`src/rtl/alu_arbiter.sv`:
```
// Round-robin share of one ALU among NREQ requesters; ack/result arrive two cycles after the grant-eligible req.
// Requesters hold req (and operands) until ack; ALU_ARB_STATS_EN adds per-requester grant and stall counters.
module alu_arbiter #(
  parameter int NREQ = 2
) (
  input  logic                   CLK,
  input  logic                   nRST,
  input  logic [NREQ-1:0]        req,
  input  logic [NREQ-1:0][31:0]  req_porta,
  input  logic [NREQ-1:0][31:0]  req_portb,
  input  logic [NREQ-1:0][3:0]   req_aluop,
  output logic [NREQ-1:0]        ack,
  output logic [31:0]            result,
  output logic                   zero_f,
  output logic                   neg_f,
  output logic                   ovf_f,
  output logic                   busy,
  output logic [31:0]            alu_porta,
  output logic [31:0]            alu_portb,
  output logic [3:0]             alu_aluop,
  input  logic [31:0]            alu_out,
  input  logic                   alu_zero,
  input  logic                   alu_neg,
  input  logic                   alu_ovf
`ifdef ALU_ARB_STATS_EN
  ,
  output logic [NREQ-1:0][15:0]  grant_cnt,
  output logic [15:0]            stall_cnt
`endif
);

  localparam int IW = (NREQ > 1) ? $clog2(NREQ) : 1;

  typedef enum logic {S_IDLE, S_EXEC} state_t;

  state_t          r_state;
  logic [IW-1:0]   r_ptr;
  logic [IW-1:0]   r_owner;
  logic [NREQ-1:0] r_ack;
  logic            r_busy;
  logic [31:0]     r_porta;
  logic [31:0]     r_portb;
  logic [3:0]      r_aluop;
  logic [31:0]     r_result;
  logic            r_zero;
  logic            r_neg;
  logic            r_ovf;

  logic [NREQ-1:0] w_elig;
  logic [NREQ-1:0] w_rot;
  logic [IW:0]     w_off;
  logic [IW:0]     w_sum;
  logic [IW-1:0]   w_idx;
  logic [IW-1:0]   w_ptr_nxt;
  logic            w_vld;

  // A requester in its ack cycle still has req high; mask it so its old op is not replayed.
  assign w_elig = req & ~r_ack;
  assign w_rot  = NREQ'({w_elig, w_elig} >> r_ptr);

  always_comb begin
    w_off = '0;
    for (int j = NREQ - 1; j >= 0; j--) begin
      if (w_rot[j]) w_off = (IW+1)'(j);
    end
  end

  assign w_sum     = {1'b0, r_ptr} + w_off;
  assign w_idx     = (w_sum >= (IW+1)'(NREQ)) ? IW'(w_sum - (IW+1)'(NREQ)) : IW'(w_sum);
  assign w_ptr_nxt = (w_idx == IW'(NREQ - 1)) ? '0 : w_idx + 1'b1;
  assign w_vld     = (r_state == S_IDLE) && (w_elig != '0);

  always_ff @(posedge CLK or negedge nRST) begin
    if (!nRST) begin
      r_state  <= S_IDLE;
      r_ptr    <= '0;
      r_owner  <= '0;
      r_ack    <= '0;
      r_busy   <= 1'b0;
      r_porta  <= '0;
      r_portb  <= '0;
      r_aluop  <= 4'h0;
      r_result <= '0;
      r_zero   <= 1'b0;
      r_neg    <= 1'b0;
      r_ovf    <= 1'b0;
    end else begin
      r_ack <= '0;
      case (r_state)
        S_IDLE: begin
          if (w_vld) begin
            r_porta <= req_porta[w_idx];
            r_portb <= req_portb[w_idx];
            r_aluop <= req_aluop[w_idx];
            r_owner <= w_idx;
            r_ptr   <= w_ptr_nxt;
            r_busy  <= 1'b1;
            r_state <= S_EXEC;
          end
        end
        S_EXEC: begin
          r_result       <= alu_out;
          r_zero         <= alu_zero;
          r_neg          <= alu_neg;
          r_ovf          <= alu_ovf;
          r_ack[r_owner] <= 1'b1;
          r_busy         <= 1'b0;
          r_state        <= S_IDLE;
        end
        default: r_state <= S_IDLE;
      endcase
    end
  end

  assign ack       = r_ack;
  assign result    = r_result;
  assign zero_f    = r_zero;
  assign neg_f     = r_neg;
  assign ovf_f     = r_ovf;
  assign busy      = r_busy;
  assign alu_porta = r_porta;
  assign alu_portb = r_portb;
  assign alu_aluop = r_aluop;

`ifdef ALU_ARB_STATS_EN
  logic [NREQ-1:0]       w_gnt;
  logic [NREQ-1:0][15:0] r_gcnt;
  logic [15:0]           r_scnt;

  assign w_gnt = w_vld ? ({{(NREQ-1){1'b0}}, 1'b1} << w_idx) : '0;

  // Grants are counted on the completing edge, so they track acks exactly.
  always_ff @(posedge CLK or negedge nRST) begin
    if (!nRST) begin
      r_gcnt <= '0;
      r_scnt <= '0;
    end else begin
      if ((r_state == S_EXEC) && (r_gcnt[r_owner] != 16'hFFFF))
        r_gcnt[r_owner] <= r_gcnt[r_owner] + 16'd1;
      if (((req & ~r_ack & ~w_gnt) != '0) && (r_scnt != 16'hFFFF))
        r_scnt <= r_scnt + 16'd1;
    end
  end

  assign grant_cnt = r_gcnt;
  assign stall_cnt = r_scnt;
`endif

endmodule
```
`config.mk`:
```
export PLATFORM = sky130hd
export DESIGN_NAME = alu_arbiter
export DESIGN_NICKNAME = d
export VERILOG_FILES = /design/src/rtl/alu_arbiter.sv
export SDC_FILE = /design/constraint.sdc
export NUM_CORES = 1
export LEC_CHECK = 0
export ABC_AREA = 1
export CAP_MARGIN = 20
export CELL_PAD_IN_SITES_DETAIL_PLACEMENT = 0
export CELL_PAD_IN_SITES_GLOBAL_PLACEMENT = 1
export CORE_MARGIN = 3
export CORE_UTILIZATION = 24
export DETAILED_ROUTE_END_ITERATION = 10
export PLACE_DENSITY = 0.77
export SYNTH_ARGS = -nofsm -noshare
export SYNTH_HDL_FRONTEND = slang
export SYNTH_SLANG_ARGS = --single-unit
```
`constraint.sdc`:
```
create_clock -name CLK -period 1.2 [get_ports CLK]
set_input_delay 0.36 -clock CLK [delete_from_list [all_inputs] [get_ports CLK]]
set_output_delay 0.36 -clock CLK [all_outputs]
set_load 0.05 [all_outputs]
```
==> impl_metrics.yaml, run 1 <==
setup_path:
  cp_cell_sequence: "buf_6, buf_12"
  crit_type: "flip-flop to output pin"
  critPathMaxStageDelay_ns: 0.44
  required_ns: 0.84
  cp-end-kind: "output pin"
  crit_buf_inv: 2
  cp_data_arrival_time_ns: 1.05
  crit_family: "flip-flops"
  start_kind: "flip-flop"
  cp_max_fo: 3
  cpMaxStageDelayCell: "dfrtp_2"
power:
  power.density_mw_per_mm2: 3190
  power.internal_w: 0.0184
  ir_drop_mv: 1.33
  switching_share_pct: 46.9
  leakage_nw: 5.62
  seq_power_share_pct: 21.9
  p_comb_share_pct: 68.7
  clkPwrFrac_pct: 9.4
  p_switching_w: 0.0162
routing:
  wl_per_cell_um: 16.0
  vias_per_cell: 4.29
  via_count: 5791
  drt_iter0_drc: 350
  drt-total-wl_um: 21600
  drtAntennaViolNets: 0
  drtPass1Iterations: 4
  drc_errors: 0
finish:
  drive_above_1_share_pct: 21.1
  final_core_util_pct: 49.5
  n_antenna_cell: 0
  area_growth_pct: 102
  nets: 1239
  final_common_cell: "nand2_1"
  final_cell_mix: "nand2_1 (311), clkdlybuf4s50_1 (171), inv_1 (139)"
synth:
  synth_top_family_by_area: "simple AND/OR/NAND/NOR gates"
  synth_xor_area_share_pct: 0
  ys_seq_area_share_pct: 50.8
  synth_area_mm2: 0.00537
  yosys.area_share.simple_pct: 35.2
  synth.avg_cell_area_um2: 7.12
  synth_cell_types: 14
  synth_seq_cells: 109
  synth_mux_area_share_pct: 0
  synth_compound_area_share_pct: 0.536
  synthAdderAreaFrac_pct: 0
  synth_fp_nets: 929
  syn_inst: 754
  ys_warn_count: 0
global_routing:
  grt_pass1_vias: 5752
  grtUsageTotal_pct: 17.2
  antenna_found_initial: 1
  grt_max_degree: 35
  grt_pass1_wl_um: 32600
  gr-total-overflow: 0
job:
  cap_violations: 0
die:
  die_width_um: 156
  die_h_um: 156
  num_io_pins: 281
  core_mm2: 0.0219
  start_util_pct: 24.5
  rows: 54
  dieArea_mm2: 0.0242
clock_tree:
  cts_buffers: 9
  clockBufferDepth: 2
  cts_tree: "built"
  cts.htree.levels: 3
  cts_root_buffer: "clkbuf_16"
  clock_latency_ns: 0.36
  path_clk_slew_ns: 0.08
  clock-sinks: 109
sta:
  post-route-min-period_ns: 1.41
  hold_viol: 0
  rsz0062_at_grt: "true"
  fmax_ghz: 0.708
  worst_slew_pin_slew_ns: 0.364
  holdWs_ns: 0.465
  slew_viol_final: 0
  period_share_pct: 118
  finalSetupTns_ns: -21.11
  setup_ws_ns: -0.213
  setup_viol: 177
  skew_ns: 0.0112
  slew_headroom_pct: 75.7
placed_design:
  place_congestion: 0.809
  hpwl_um: 14100
  portBuffers: 280
outcome:
  outcome: "complete, but fails checks"
  violations: "negative setup slack"
hold_path:
  hold_path.class: "input port to async pin"
## cell usage after synthesis (all sizes together)
cell,instances,share of area (%)
nor2,2,0.14
o21a,1,0.14
clkbuf,20,1.4
buf,22,2.1
dfrtp,109,51
nand3,137,13
a21oi,1,0.30
inv,143,10
o21ai,1,0.093
nand2,318,22
## layout make-up
class	instances	area, um2
clock inverters	7	91.3
flip-flops and latches	109	2730
fillers	2051	11100
multi-input cells	460	2110
repair buffers	341	4780
clock buffers	9	225
well taps	280	350
inverters	143	542
## state kept, by name, summed over array words and instances (netlist names)
register   flops
alu_porta     32
alu_portb     32
result        32
alu_aluop      4
ack            2
busy           1
neg_f          1
ovf_f          1
r_owner        1
r_ptr          1
r_state        1
zero_f         1
## routing by layer
| layer | vias up | part of all wire (%) | GRT usage, % |
|---|---|---|---|
| met5 | - | 0.092 | 0 |
| met4 | 2 | 1.8 | 4.59 |
| met3 | 27 | 8.0 | 5.24 |
| met2 | 214 | 46 | 26.5 |
| met1 | 2688 | 44 | 23.6 |
| li1 | 2860 | - | - |
## power groups by stage
stage / Sequential, W / Combinational, W / Clock, W
2_1_floorplan: 0.0128 / 0.00482 / 0
3_3_place_gp: 0.00759 / 0.0212 / 0
3_5_place_dp: 0.00764 / 0.0213 / 0
4_1_cts: 0.00759 / 0.0233 / 0.00336
5_1_grt: 0.00779 / 0.0251 / 0.00349
6_report: 0.00758 / 0.0238 / 0.00324
## cells by family (layout without fill, tap and decap cells)
logic type / after synthesis / after routing
compound gates: 3 / 3
buf+inv: 185 / 500
flops: 109 / 109
simple gates: 457 / 457
## stage by stage
stage | cells | area, um2 | setup slack, ns | power [W]
CTS | 1329 | 10600 | -0.246 | 0.0342
floorplan | 754 | 5450 | -0.232 | 0.0176
global route | 1349 | 10800 | -0.274 | 0.0364
finish | 1349 | 10800 | -0.213 | 0.0346
global placement | 1299 | 9750 | -0.622 | 0.0288
detailed placement | 1299 | 9750 | -0.651 | 0.0289
## worst reg2reg max path: stages, from the launching register on
cell and delay [ns]:
dfrtp_2 0.44, inv_4 0.08, nand2_4 0.07, a21oi_4 0.20
buf_12 0.17, buf_12 0.12, buf_16 0.13, nand3_1 0.08
nand2_1 0.06
## timing repair
action                                 in CTS  in global routing
gates cloned                                9                  2
resized for setup                          52                 19
buffers inserted                            4                 19
setup endpoints to repair                 178                211
endpoints found under the hold margin      15                  0
hold buffers                                1                  0
pin swaps                                   7                 18
## worst paths after layout
check | endpoint | depth (start not counted) | slack [ns] | start
worst max-delay path | ack[0] | 2 | -0.21 | ack[0]$_DFF_PN0_
worst min-delay path | alu_porta[30]$_DFFE_PN0P_ | 2 | 0.47 | nRST
worst max register to register | alu_porta[9]$_DFFE_PN0P_ | 8 | -0.20 | ack[1]$_DFF_PN0_
worst min register to register | ack[0]$_DFF_PN0_ | 1 | 0.47 | r_owner$_DFFE_PN0P_
max in group asynchronous | alu_porta[23]$_DFFE_PN0P_ | 3 | 0.23 | nRST
min in group CLK | ack[0]$_DFF_PN0_ | 1 | 0.47 | r_owner$_DFFE_PN0P_
No activity file was read; power rests on OpenSTA's default activity.
==> inputs of run 2 (changes only) <==
Settings changed: GPL_TIMING_DRIVEN set to 0.
==> impl_metrics.yaml, run 2 (synthesis gave the netlist of run 1 again) <==
outcome:
  outcome: "complete, but fails checks"
  violations: "negative hold slack, negative setup slack"
setup_path:
  cpMaxStageDelayCell: "dfrtp_2"
  start_kind: "flip-flop"
  cp_max_fo: 3
  cp-end-kind: "output pin"
  critPathMaxStageDelay_ns: 0.43
  cp_data_arrival_time_ns: 1.07
  cp_cell_sequence: "buf_4, buf_8"
  required_ns: 0.84
  crit_family: "flip-flops"
  crit_buf_inv: 2
  crit_type: "flip-flop to output pin"
routing:
  wl_per_cell_um: 14.5
  vias_per_cell: 4.19
  drt-total-wl_um: 20200
  drtAntennaViolNets: 0
  drtPass1Iterations: 4
  drt_iter0_drc: 249
  via_count: 5840
  drc_errors: 0
global_routing:
  grt_pass1_wl_um: 30900
  grt_pass1_vias: 5704
  gr-total-overflow: 0
  grt_max_degree: 65
  antenna_found_initial: 0
  grtUsageTotal_pct: 15.9
finish:
  area_growth_pct: 84.2
  stdcell_count: 1393
  n_fill_cell: 2289
  drive_above_1_share_pct: 22.3
  final_common_cell: "nand2_1"
  final_cell_mix: "nand2_1 (313), clkdlybuf4s50_1 (171), inv_1 (139)"
  nets: 1283
  design_area_mm2: 0.00989
  n_antenna_cell: 0
die:
  num_io_pins: 281
  core_mm2: 0.0219
  die_width_um: 156
  start_util_pct: 24.5
  dieArea_mm2: 0.0242
  rows: 54
  die_h_um: 156
clock_tree:
  path_clk_slew_ns: 0.08
  clock_latency_ns: 0.36
  cts_buffers: 9
  cts_root_buffer: "clkbuf_16"
  clockBufferDepth: 2
  cts_tree: "built"
  cts.htree.levels: 3
  clock-sinks: 109
sta:
  finalSetupTns_ns: -18.21
  slew_headroom_pct: 68.1
  setup_ws_ns: -0.229
  skew_ns: 0.0119
  setup_viol: 178
  slew_viol_final: 0
  worst_slew_pin_slew_ns: 0.479
  post-route-min-period_ns: 1.43
  period_share_pct: 119
  rsz0062_at_grt: "true"
  fmax_ghz: 0.700
  holdWs_ns: -0.0681
  hold_viol: 45
placed_design:
  place_congestion: 0.826
  dp.cells: 1315
  hpwl_um: 14400
  place_area_mm2: 0.00863
  portBuffers: 280
power:
  ir_drop_mv: 1.33
  power.density_mw_per_mm2: 3070
  leakage_nw: 5.39
hold_path:
  hold_path.class: "input port to async pin"
job:
  cap_violations: 0
run 2: changes by cell type in the layout (fill, tap and decap cells not counted), sizes merged:
cell / previous run / this run
buf: 165 / 199
clkbuf: 11 / 22
bufbuf: 0 / 1
bufinv: 1 / 0
clkinv: 2 / 1
dlygate4sd3: 1 / 0
inv: 146 / 147
run 2: timing repair:
action / in CTS / in global routing
gates resized for setup: 787 / 64
setup endpoints to repair: 209 / 209
hold endpoints to repair: 45 / 45
buffers inserted: 28 / 31
gates cloned: 1 / 2
pin swaps: 4 / 6
run 2: path summary, 6_finish.rpt:
check                                    startpoint                        end  slack [ns]  cells past startpoint
worst max register to register     ack[1]$_DFF_PN0_  alu_portb[23]$_DFFE_PN0P_       -0.21                      9
worst min-delay path                           nRST   alu_portb[4]$_DFFE_PN0P_       -0.07                      1
worst max-delay path               ack[0]$_DFF_PN0_                     ack[0]       -0.23                      2
worst min register to register  r_owner$_DFFE_PN0P_           ack[0]$_DFF_PN0_        0.48                      1
max in group asynchronous                      nRST  alu_portb[26]$_DFFE_PN0P_        0.57                      2
min in group CLK                r_owner$_DFFE_PN0P_           ack[0]$_DFF_PN0_        0.48                      1
run 2: final cells by class:
cell class | count | area, um2 | share of cell area, %
Clock inverter | 6 | 52.6 | 0.531
Multi-Input combinational cell | 460 | 1990 | 20.2
Tap cell | 280 | 350 | 3.54
Sequential cell | 109 | 2730 | 27.6
Buffer | 42 | 453 | 4.58
Inverter | 143 | 549 | 5.55
Timing Repair Buffer | 343 | 3520 | 35.6
Clock buffer | 10 | 239 | 2.42
run 2: through the flow:
stage | total power [W] | util, % | setup slack (ns)
floorplan | 0.0176 | - | -0.232
global placement | 0.0239 | 39.3 | -5.29
detailed placement | 0.0240 | 39.4 | -0.967
CTS | 0.0292 | 43.1 | -0.273
global route | 0.0323 | 45.2 | -0.292
finish | 0.0304 | 45.2 | -0.229
run 2: report_power, final:
group / switching (W) / internal (W) / total (W)
combinational: 0.0122 / 0.00819 / 0.0204
clock: 0.00154 / 0.00151 / 0.00305
sequential: 0.00136 / 0.00558 / 0.00694
run 2: layer usage:
metal | track usage [%] | part of all wire (%) | vias up
met5 | 0 | 0 | -
met3 | 5.02 | 8.0 | 9
met2 | 26.2 | 47 | 172
met1 | 20.9 | 45 | 2711
li1 | - | - | 2948
met4 | 2.92 | 0.69 | 0
